<file path="config.mk">
export PLATFORM = sky130hd
export DESIGN_NAME = ps2_scancode_decoder
export DESIGN_NICKNAME = d
export VERILOG_FILES = /design/src/rtl/ps2_pkg.sv /design/src/rtl/ps2_evt_fifo.sv /design/src/rtl/ps2_scancode_decoder.sv
export SDC_FILE = /design/constraint.sdc
export NUM_CORES = 1
export LEC_CHECK = 0
export CAP_MARGIN = 30
export CORE_MARGIN = 1
export CORE_UTILIZATION = 50
export DETAILED_ROUTE_END_ITERATION = 6
export PLACE_DENSITY = 0.81
export SLEW_MARGIN = 20
export SYNTH_ARGS = -nofsm -noshare
export SYNTH_HDL_FRONTEND = slang
export SYNTH_HIERARCHICAL = 1
export SYNTH_SLANG_ARGS = --single-unit
</file>
<file path="constraint.sdc">
create_clock -name clock -period 17.2 [get_ports clock]
set_clock_uncertainty 0.2 [all_clocks]
set_input_delay 1.72 -clock clock [delete_from_list [all_inputs] [get_ports clock]]
set_output_delay 1.72 -clock clock [all_outputs]
set_load 0.05 [all_outputs]
</file>
<file path="src/rtl/ps2_pkg.sv">
`default_nettype none
// +----------------------------------------------------------------------------+
// | Module   : ps2_pkg                                                         |
// | Purpose  : Shared types and constants for the PS/2 set-2 scan-code decoder:|
// |            decode FSM states, prefix and noise byte values, event-word     |
// |            bit positions and APB register offsets.                         |
// | Ports    : none (package)                                                  |
// | Revision : 1.0 - initial release                                           |
// +----------------------------------------------------------------------------+
package ps2_pkg;

   typedef enum logic [2:0] {
      ST_IDLE    = 3'd0,
      ST_EXT     = 3'd1,
      ST_BRK     = 3'd2,
      ST_EXT_BRK = 3'd3,
      ST_PAUSE   = 3'd4
   } ps2_state_t;

   // Prefix bytes
   localparam logic [7:0] PS2_EXT   = 8'hE0;
   localparam logic [7:0] PS2_BRK   = 8'hF0;
   localparam logic [7:0] PS2_PAUSE = 8'hE1;

   // Keyboard status/response bytes that never form key events
   localparam logic [7:0] PS2_ERR0   = 8'h00;
   localparam logic [7:0] PS2_ERR1   = 8'hFF;
   localparam logic [7:0] PS2_BAT_OK = 8'hAA;
   localparam logic [7:0] PS2_ECHO   = 8'hEE;
   localparam logic [7:0] PS2_ACK    = 8'hFA;
   localparam logic [7:0] PS2_RESEND = 8'hFE;

   // Bytes following E1 that belong to the Pause sequence
   localparam logic [2:0] PAUSE_SKIP = 3'd7;

   // Event word layout
   localparam int EVT_VALID_BIT = 31;
   localparam int EVT_PAUSE_BIT = 10;
   localparam int EVT_BRK_BIT   = 9;
   localparam int EVT_EXT_BIT   = 8;

   // Register offsets, decoded from paddr[3:2]
   localparam logic [1:0] REG_DATA   = 2'd0;
   localparam logic [1:0] REG_STATUS = 2'd1;
   localparam logic [1:0] REG_CTRL   = 2'd2;
   localparam logic [1:0] REG_RSVD   = 2'd3;

   // STATUS bit positions
   localparam int STAT_OVF_BIT   = 16;
   localparam int STAT_EMPTY_BIT = 17;

   function automatic logic is_noise(input logic [7:0] b);
      return (b == PS2_ERR0)   || (b == PS2_ERR1) || (b == PS2_BAT_OK) ||
             (b == PS2_ECHO)   || (b == PS2_ACK)  || (b == PS2_RESEND);
   endfunction

   function automatic logic [31:0] make_event(input logic       pause,
                                              input logic       brk,
                                              input logic       ext,
                                              input logic [7:0] code);
      logic [31:0] w_evt;
      w_evt                = '0;
      w_evt[EVT_VALID_BIT] = 1'b1;
      w_evt[EVT_PAUSE_BIT] = pause;
      w_evt[EVT_BRK_BIT]   = brk;
      w_evt[EVT_EXT_BIT]   = ext;
      w_evt[7:0]           = code;
      return w_evt;
   endfunction

endpackage
`default_nettype wire

</file>
<file path="src/rtl/ps2_evt_fifo.sv">
`default_nettype none
// +----------------------------------------------------------------------------+
// | Module   : ps2_evt_fifo                                                    |
// | Purpose  : Event FIFO with wrap-around pointers and occupancy counter.     |
// |            A push into a full FIFO is dropped (o_drop pulses) unless a pop |
// |            happens on the same edge; a pop of an empty FIFO is ignored.    |
// | Ports    : clock, reset         - clock, synchronous active-high reset     |
// |            i_push, i_push_data  - write request and data                   |
// |            i_pop                - consume head                             |
// |            o_head               - head entry (valid when !o_empty)         |
// |            o_count/o_full/o_empty - occupancy                              |
// |            o_drop               - push lost because FIFO was full          |
// | Revision : 1.0 - initial release                                           |
// +----------------------------------------------------------------------------+
module ps2_evt_fifo #(
   parameter int DEPTH = 8,
   parameter int WIDTH = 32,
   parameter int CNT_W = $clog2(DEPTH) + 1
) (
   input  logic             clock,
   input  logic             reset,
   input  logic             i_push,
   input  logic [WIDTH-1:0] i_push_data,
   input  logic             i_pop,
   output logic [WIDTH-1:0] o_head,
   output logic [CNT_W-1:0] o_count,
   output logic             o_full,
   output logic             o_empty,
   output logic             o_drop
);

   localparam int PTR_W = $clog2(DEPTH);

   logic [WIDTH-1:0] r_mem [DEPTH];
   logic [PTR_W-1:0] r_wr_ptr;
   logic [PTR_W-1:0] r_rd_ptr;
   logic [CNT_W-1:0] r_count;

   logic w_pop_eff;
   logic w_push_eff;

   assign o_count = r_count;
   assign o_full  = (r_count == CNT_W'(DEPTH));
   assign o_empty = (r_count == '0);
   assign o_head  = r_mem[r_rd_ptr];

   // When full, a simultaneous pop frees the slot being written, so the push
   // lands in the entry that is leaving.
   assign w_pop_eff  = i_pop & ~o_empty;
   assign w_push_eff = i_push & (~o_full | w_pop_eff);
   assign o_drop     = i_push & ~w_push_eff;

   always_ff @(posedge clock) begin
      if (w_push_eff) begin
         r_mem[r_wr_ptr] <= i_push_data;
      end
   end

   always_ff @(posedge clock) begin
      if (reset) begin
         r_wr_ptr <= '0;
         r_rd_ptr <= '0;
         r_count  <= '0;
      end else begin
         if (w_push_eff) begin
            r_wr_ptr <= r_wr_ptr + PTR_W'(1);
         end
         if (w_pop_eff) begin
            r_rd_ptr <= r_rd_ptr + PTR_W'(1);
         end
         case ({w_push_eff, w_pop_eff})
            2'b10:   r_count <= r_count + CNT_W'(1);
            2'b01:   r_count <= r_count - CNT_W'(1);
            default: r_count <= r_count;
         endcase
      end
   end

endmodule
`default_nettype wire

</file>
<file path="src/rtl/ps2_scancode_decoder.sv">
`default_nettype none
// +----------------------------------------------------------------------------+
// | Module   : ps2_scancode_decoder                                            |
// | Purpose  : Folds PS/2 set-2 prefix sequences (E0, F0, E0 F0, E1 Pause)     |
// |            into single key events, buffers them and exposes them through  |
// |            a zero-wait APB slave (DATA / STATUS / CTRL).                   |
// | Ports    : clock, reset             - clock, synchronous active-high reset |
// |            in_data/in_valid/in_pop  - receiver FIFO head interface         |
// |            in_p*                    - APB slave                            |
// |            irq                      - level interrupt, events pending      |
// | Revision : 1.0 - initial release                                           |
// +----------------------------------------------------------------------------+
module ps2_scancode_decoder
   import ps2_pkg::*;
#(
   parameter int FIFO_DEPTH = 8,
   parameter int CNT_W      = $clog2(FIFO_DEPTH) + 1
) (
   input  logic        clock,
   input  logic        reset,
   input  logic [7:0]  in_data,
   input  logic        in_valid,
   output logic        in_pop,
   input  logic [31:0] in_paddr,
   input  logic        in_psel,
   input  logic        in_penable,
   input  logic        in_pwrite,
   input  logic [31:0] in_pwdata,
   input  logic [3:0]  in_pstrb,
   input  logic [2:0]  in_pprot,
   output logic        in_pready,
   output logic [31:0] in_prdata,
   output logic        in_pslverr,
   output logic        irq
);

   ps2_state_t r_state;
   ps2_state_t w_next_state;
   logic [2:0] r_skip;
   logic [2:0] w_next_skip;
   logic       w_push;
   logic [31:0] w_push_data;

   logic       r_en;
   logic       r_irq_en;
   logic       r_ovf;
   logic       r_irq;

   logic [31:0]      w_head;
   logic [CNT_W-1:0] w_count;
   logic             w_full;
   logic             w_empty;
   logic             w_drop;

   logic        w_access;
   logic        w_rd;
   logic        w_wr;
   logic [1:0]  w_reg;
   logic        w_pop;
   logic [31:0] w_status;

   logic w_unused_apb;

   // The upstream is never stalled; every presented byte is consumed.
   assign in_pop     = in_valid;
   assign in_pready  = 1'b1;
   assign in_pslverr = 1'b0;
   assign irq        = r_irq;

   assign w_unused_apb = ^{in_pstrb, in_pprot, in_paddr[31:4], in_paddr[1:0],
                           in_pwdata[31:17], in_pwdata[15:2], w_full};

   // ------------------------------------------------------------------ decode
   always_ff @(posedge clock) begin
      if (reset) begin
         r_state <= ST_IDLE;
         r_skip  <= '0;
      end else begin
         r_state <= w_next_state;
         r_skip  <= w_next_skip;
      end
   end

   always_comb begin
      w_next_state = r_state;
      w_next_skip  = r_skip;
      w_push       = 1'b0;
      w_push_data  = '0;
      if (!r_en) begin
         // Disabled: bytes are still consumed but any partial prefix is lost.
         w_next_state = ST_IDLE;
         w_next_skip  = '0;
      end else if (in_valid) begin
         case (r_state)
            ST_IDLE: begin
               if (in_data == PS2_EXT) begin
                  w_next_state = ST_EXT;
               end else if (in_data == PS2_BRK) begin
                  w_next_state = ST_BRK;
               end else if (in_data == PS2_PAUSE) begin
                  w_next_state = ST_PAUSE;
                  w_next_skip  = PAUSE_SKIP;
               end else if (!is_noise(in_data)) begin
                  w_push      = 1'b1;
                  w_push_data = make_event(1'b0, 1'b0, 1'b0, in_data);
               end
            end
            ST_EXT: begin
               if (in_data == PS2_BRK) begin
                  w_next_state = ST_EXT_BRK;
               end else begin
                  w_push       = 1'b1;
                  w_push_data  = make_event(1'b0, 1'b0, 1'b1, in_data);
                  w_next_state = ST_IDLE;
               end
            end
            ST_BRK: begin
               w_push       = 1'b1;
               w_push_data  = make_event(1'b0, 1'b1, 1'b0, in_data);
               w_next_state = ST_IDLE;
            end
            ST_EXT_BRK: begin
               w_push       = 1'b1;
               w_push_data  = make_event(1'b0, 1'b1, 1'b1, in_data);
               w_next_state = ST_IDLE;
            end
            ST_PAUSE: begin
               // Pause has no break code; the trailing bytes are only counted.
               if (r_skip == 3'd1) begin
                  w_push       = 1'b1;
                  w_push_data  = make_event(1'b1, 1'b0, 1'b0, PS2_PAUSE);
                  w_next_state = ST_IDLE;
                  w_next_skip  = '0;
               end else begin
                  w_next_skip = r_skip - 3'd1;
               end
            end
            default: begin
               w_next_state = ST_IDLE;
               w_next_skip  = '0;
            end
         endcase
      end
   end

   // ------------------------------------------------------------ event FIFO
   ps2_evt_fifo #(
      .DEPTH (FIFO_DEPTH),
      .WIDTH (32),
      .CNT_W (CNT_W)
   ) u_fifo (
      .clock       (clock),
      .reset       (reset),
      .i_push      (w_push),
      .i_push_data (w_push_data),
      .i_pop       (w_pop),
      .o_head      (w_head),
      .o_count     (w_count),
      .o_full      (w_full),
      .o_empty     (w_empty),
      .o_drop      (w_drop)
   );

   // ------------------------------------------------------------------- APB
   assign w_access = in_psel & in_penable;
   assign w_rd     = w_access & ~in_pwrite;
   assign w_wr     = w_access &  in_pwrite;
   assign w_reg    = in_paddr[3:2];
   assign w_pop    = w_rd & (w_reg == REG_DATA) & ~w_empty;

   always_comb begin
      w_status                 = '0;
      w_status[CNT_W-1:0]      = w_count;
      w_status[STAT_OVF_BIT]   = r_ovf;
      w_status[STAT_EMPTY_BIT] = w_empty;
   end

   always_comb begin
      in_prdata = '0;
      if (w_rd) begin
         case (w_reg)
            REG_DATA:   in_prdata = w_empty ? 32'h0 : w_head;
            REG_STATUS: in_prdata = w_status;
            REG_CTRL:   in_prdata = {30'h0, r_irq_en, r_en};
            REG_RSVD:   in_prdata = '0;
            default:    in_prdata = '0;
         endcase
      end
   end

   always_ff @(posedge clock) begin
      if (reset) begin
         r_en     <= 1'b1;
         r_irq_en <= 1'b0;
         r_ovf    <= 1'b0;
         r_irq    <= 1'b0;
      end else begin
         if (w_wr && (w_reg == REG_CTRL)) begin
            r_en     <= in_pwdata[0];
            r_irq_en <= in_pwdata[1];
         end
         // A drop on the clearing edge wins so no overflow goes unreported.
         if (w_drop) begin
            r_ovf <= 1'b1;
         end else if (w_wr && (w_reg == REG_STATUS) && in_pwdata[STAT_OVF_BIT]) begin
            r_ovf <= 1'b0;
         end
         r_irq <= r_irq_en & (w_count != '0);
      end
   end

endmodule
`default_nettype wire

</file>
==> run metrics <==
pin count of the biggest net entering global routing=45; final setup fails=0; Sw Share=20.6%; Final Max Tran Viols=0; top routing layer in use=met4; Die ar.=23,600 um^2; Avg Cell Area, Syn=18.8 um^2; first-pass GRT wire length=34,100 um; via count=6,042; crit path max fanout=34; CP Launch Type=input pin; crit-path max cell delay=830 ps; clock share of power=40.8%; First-pass DRT Iterations=5; Initial Utilization=50.8%; CTS tree=built; Worst Max-Slew Pin Slew=960 ps; post_cts resized=0; Final Util=61.4%; worst-path cell chain=clkdlybuf4s50_1 > nand3b_1 > or2_2 > nor3_2 > buf_4 > and2_1 > clkdlybuf4s50_1; area grow syn2layout=20.8%; YS warnings=6; number of nets in the layout=934; f_max=163 MHz; HP Class=flip-flop to flip-flop; row cnt=55; initial drt markers=451; Final min period=6140 ps; metal2 WL=11,100 um; CP startpoint=in_pwrite; Hold Buf Count CTS=0; CORE AREA=22,600 um^2; CP Class=input pin to primary output; share of cells above drive strength 1=18.8%; Die H=154 um; Via-to-Cell Ratio=5.26; Internal=0.00113 W; DR DRC count=0; antenna-violating nets left=0; worst path bufs/invs=3; setup TNS=0 ps; routed len/inst=18.9 um; Static Leak=4.75 nW; I/O Pins=121; CP most frequent cell=clkdlybuf4s50_1; CP Capture Type=primary output; Hold Worst Slack=303 ps; total global routing track utilization=19.1%; M1 WL=9150 um; Mapped Cells=612; power per cell area=102 nW/um^2; WP data required=15,280 ps; fillers=1,607; clock sink count=279; Worst path top cell family by delay=buffers and inverters; RSZ-0062 raised after global routing=no; port bufs=52; Antenna Cells=0; power share of the sequential group=54.0%; combinational share of power=5.2%; worst rel slew slack=35.7%; final WL=21,800 um; outcome=complete, no violations; # Post-CTS Setup Buffers=0; origin of the critical flop-to-flop path=u_fifo/o_count[0]$_SDFFE_PP0P_; max cap viols=0; Psw=0.000293 W; Root Buffer=clkbuf_16; CP max-delay cell=clkdlybuf4s50_1; CTS Buffer Depth=3; final-report hold violation count=0; dpl hpwl=12,700 um; initial antenna violation count=1; worst skew pair latency=530 ps; vias in the first global route=6,297; htree depth=1; hold_sp=r_irq_en$_SDFFE_PP0P_; Mapped Area=11,500 um^2; met3 wire length=998 um; worst vdd ir=0.0816 mV; crit share post-route=35.7%; Final GP Congestion=0.876; gr ovfl total=0; CTS buffer count=28; Die W=154 um; crit path DAT=4220 ps; Clock transition at path regs=60 ps
[worst reg2reg max path, cell delays in order (launching register included)]
cell      delay, ps
dfxtp_1         530
or3_1           370
nor2_1          130
nor3_2          190
buf_4           370
nand2b_1        260
o21ai_4         120
nor3_2          810
buf_4           510
[layout make-up]
| type | instances | area (um^2) | area share, % |
|---|---|---|---|
| Multi-Input combinational cell | 454 | 3790 | 27.2 |
| Timing Repair Buffer | 72 | 686 | 4.93 |
| Clock buffer | 37 | 796 | 5.72 |
| Tap cell | 285 | 357 | 2.56 |
| Inverter | 7 | 26.3 | 0.189 |
| Sequential cell | 279 | 8150 | 58.6 |
| Clock inverter | 15 | 100 | 0.720 |
[metal layers]
| metal | up-vias | GRT usage [%] |
|---|---|---|
| li1 | 2778 | - |
| met1 | 3050 | 25.2 |
| met2 | 166 | 32.8 |
| met3 | 48 | 2.73 |
| met4 | 0 | 6.38 |
| met5 | - | 0 |
[power groups by stage]
stage | registers (W) | logic (W) | clock network (W)
floorplan | 0.000780 | 0.0000514 | 0
global placement | 0.000781 | 0.0000706 | 0
detailed placement | 0.000782 | 0.0000716 | 0
CTS | 0.000768 | 0.0000723 | 0.000593
global route | 0.000770 | 0.0000814 | 0.000618
finish | 0.000768 | 0.0000739 | 0.000580
[sequential cells by signal (all words and copies together), names as in the netlist, named ones only]
register,flops
r_ovf,1
u_fifo/r_wr_ptr,3
u_fifo/o_count,4
u_fifo/r_rd_ptr,3
irq,1
u_fifo/r_mem,256
r_state,3
r_skip,3
r_irq_en,1
r_en,1
[worst paths after layout]
kind | endpoint | slack [ps] | cells past startpoint
min reg2reg | irq$_SDFF_PP0_ | 300 | 1
max reg2reg | u_fifo/r_mem[2][21]$_DFFE_PP_ | 13340 | 8
max | in_prdata[31] | 11060 | 7
min | irq$_SDFF_PP0_ | 300 | 1
[cell usage in the layout, fill, tap and decap left out, types with 7 or more instances in the layout]
| cell type | n |
|---|---|
| mux2_2 | 32 |
| clkinv_2 | 7 |
| buf_4 | 16 |
| dfxtp_1 | 21 |
| a21oi_1 | 8 |
| clkbuf_16 | 29 |
| mux4_1 | 16 |
| and2_1 | 30 |
| clkdlybuf4s50_1 | 52 |
| mux4_2 | 48 |
| inv_1 | 7 |
| nor2_1 | 25 |
| conb_1 | 162 |
| nand2_1 | 17 |
| edfxtp_1 | 256 |
[per-stage QoR]
stage / instances / total power, W / area [um^2] / setup WS, ps
final: 1149 / 0.00142 / 13900 / 11060
after detailed placement: 1094 / 0.000854 / 13000 / 11050
after floorplan: 772 / 0.000832 / 12100 / 10120
after global routing: 1149 / 0.00147 / 13900 / 10920
after global placement: 1093 / 0.000852 / 13000 / 11060
after CTS: 1146 / 0.00143 / 13900 / 11040
(Power assumes the default switching activity.)
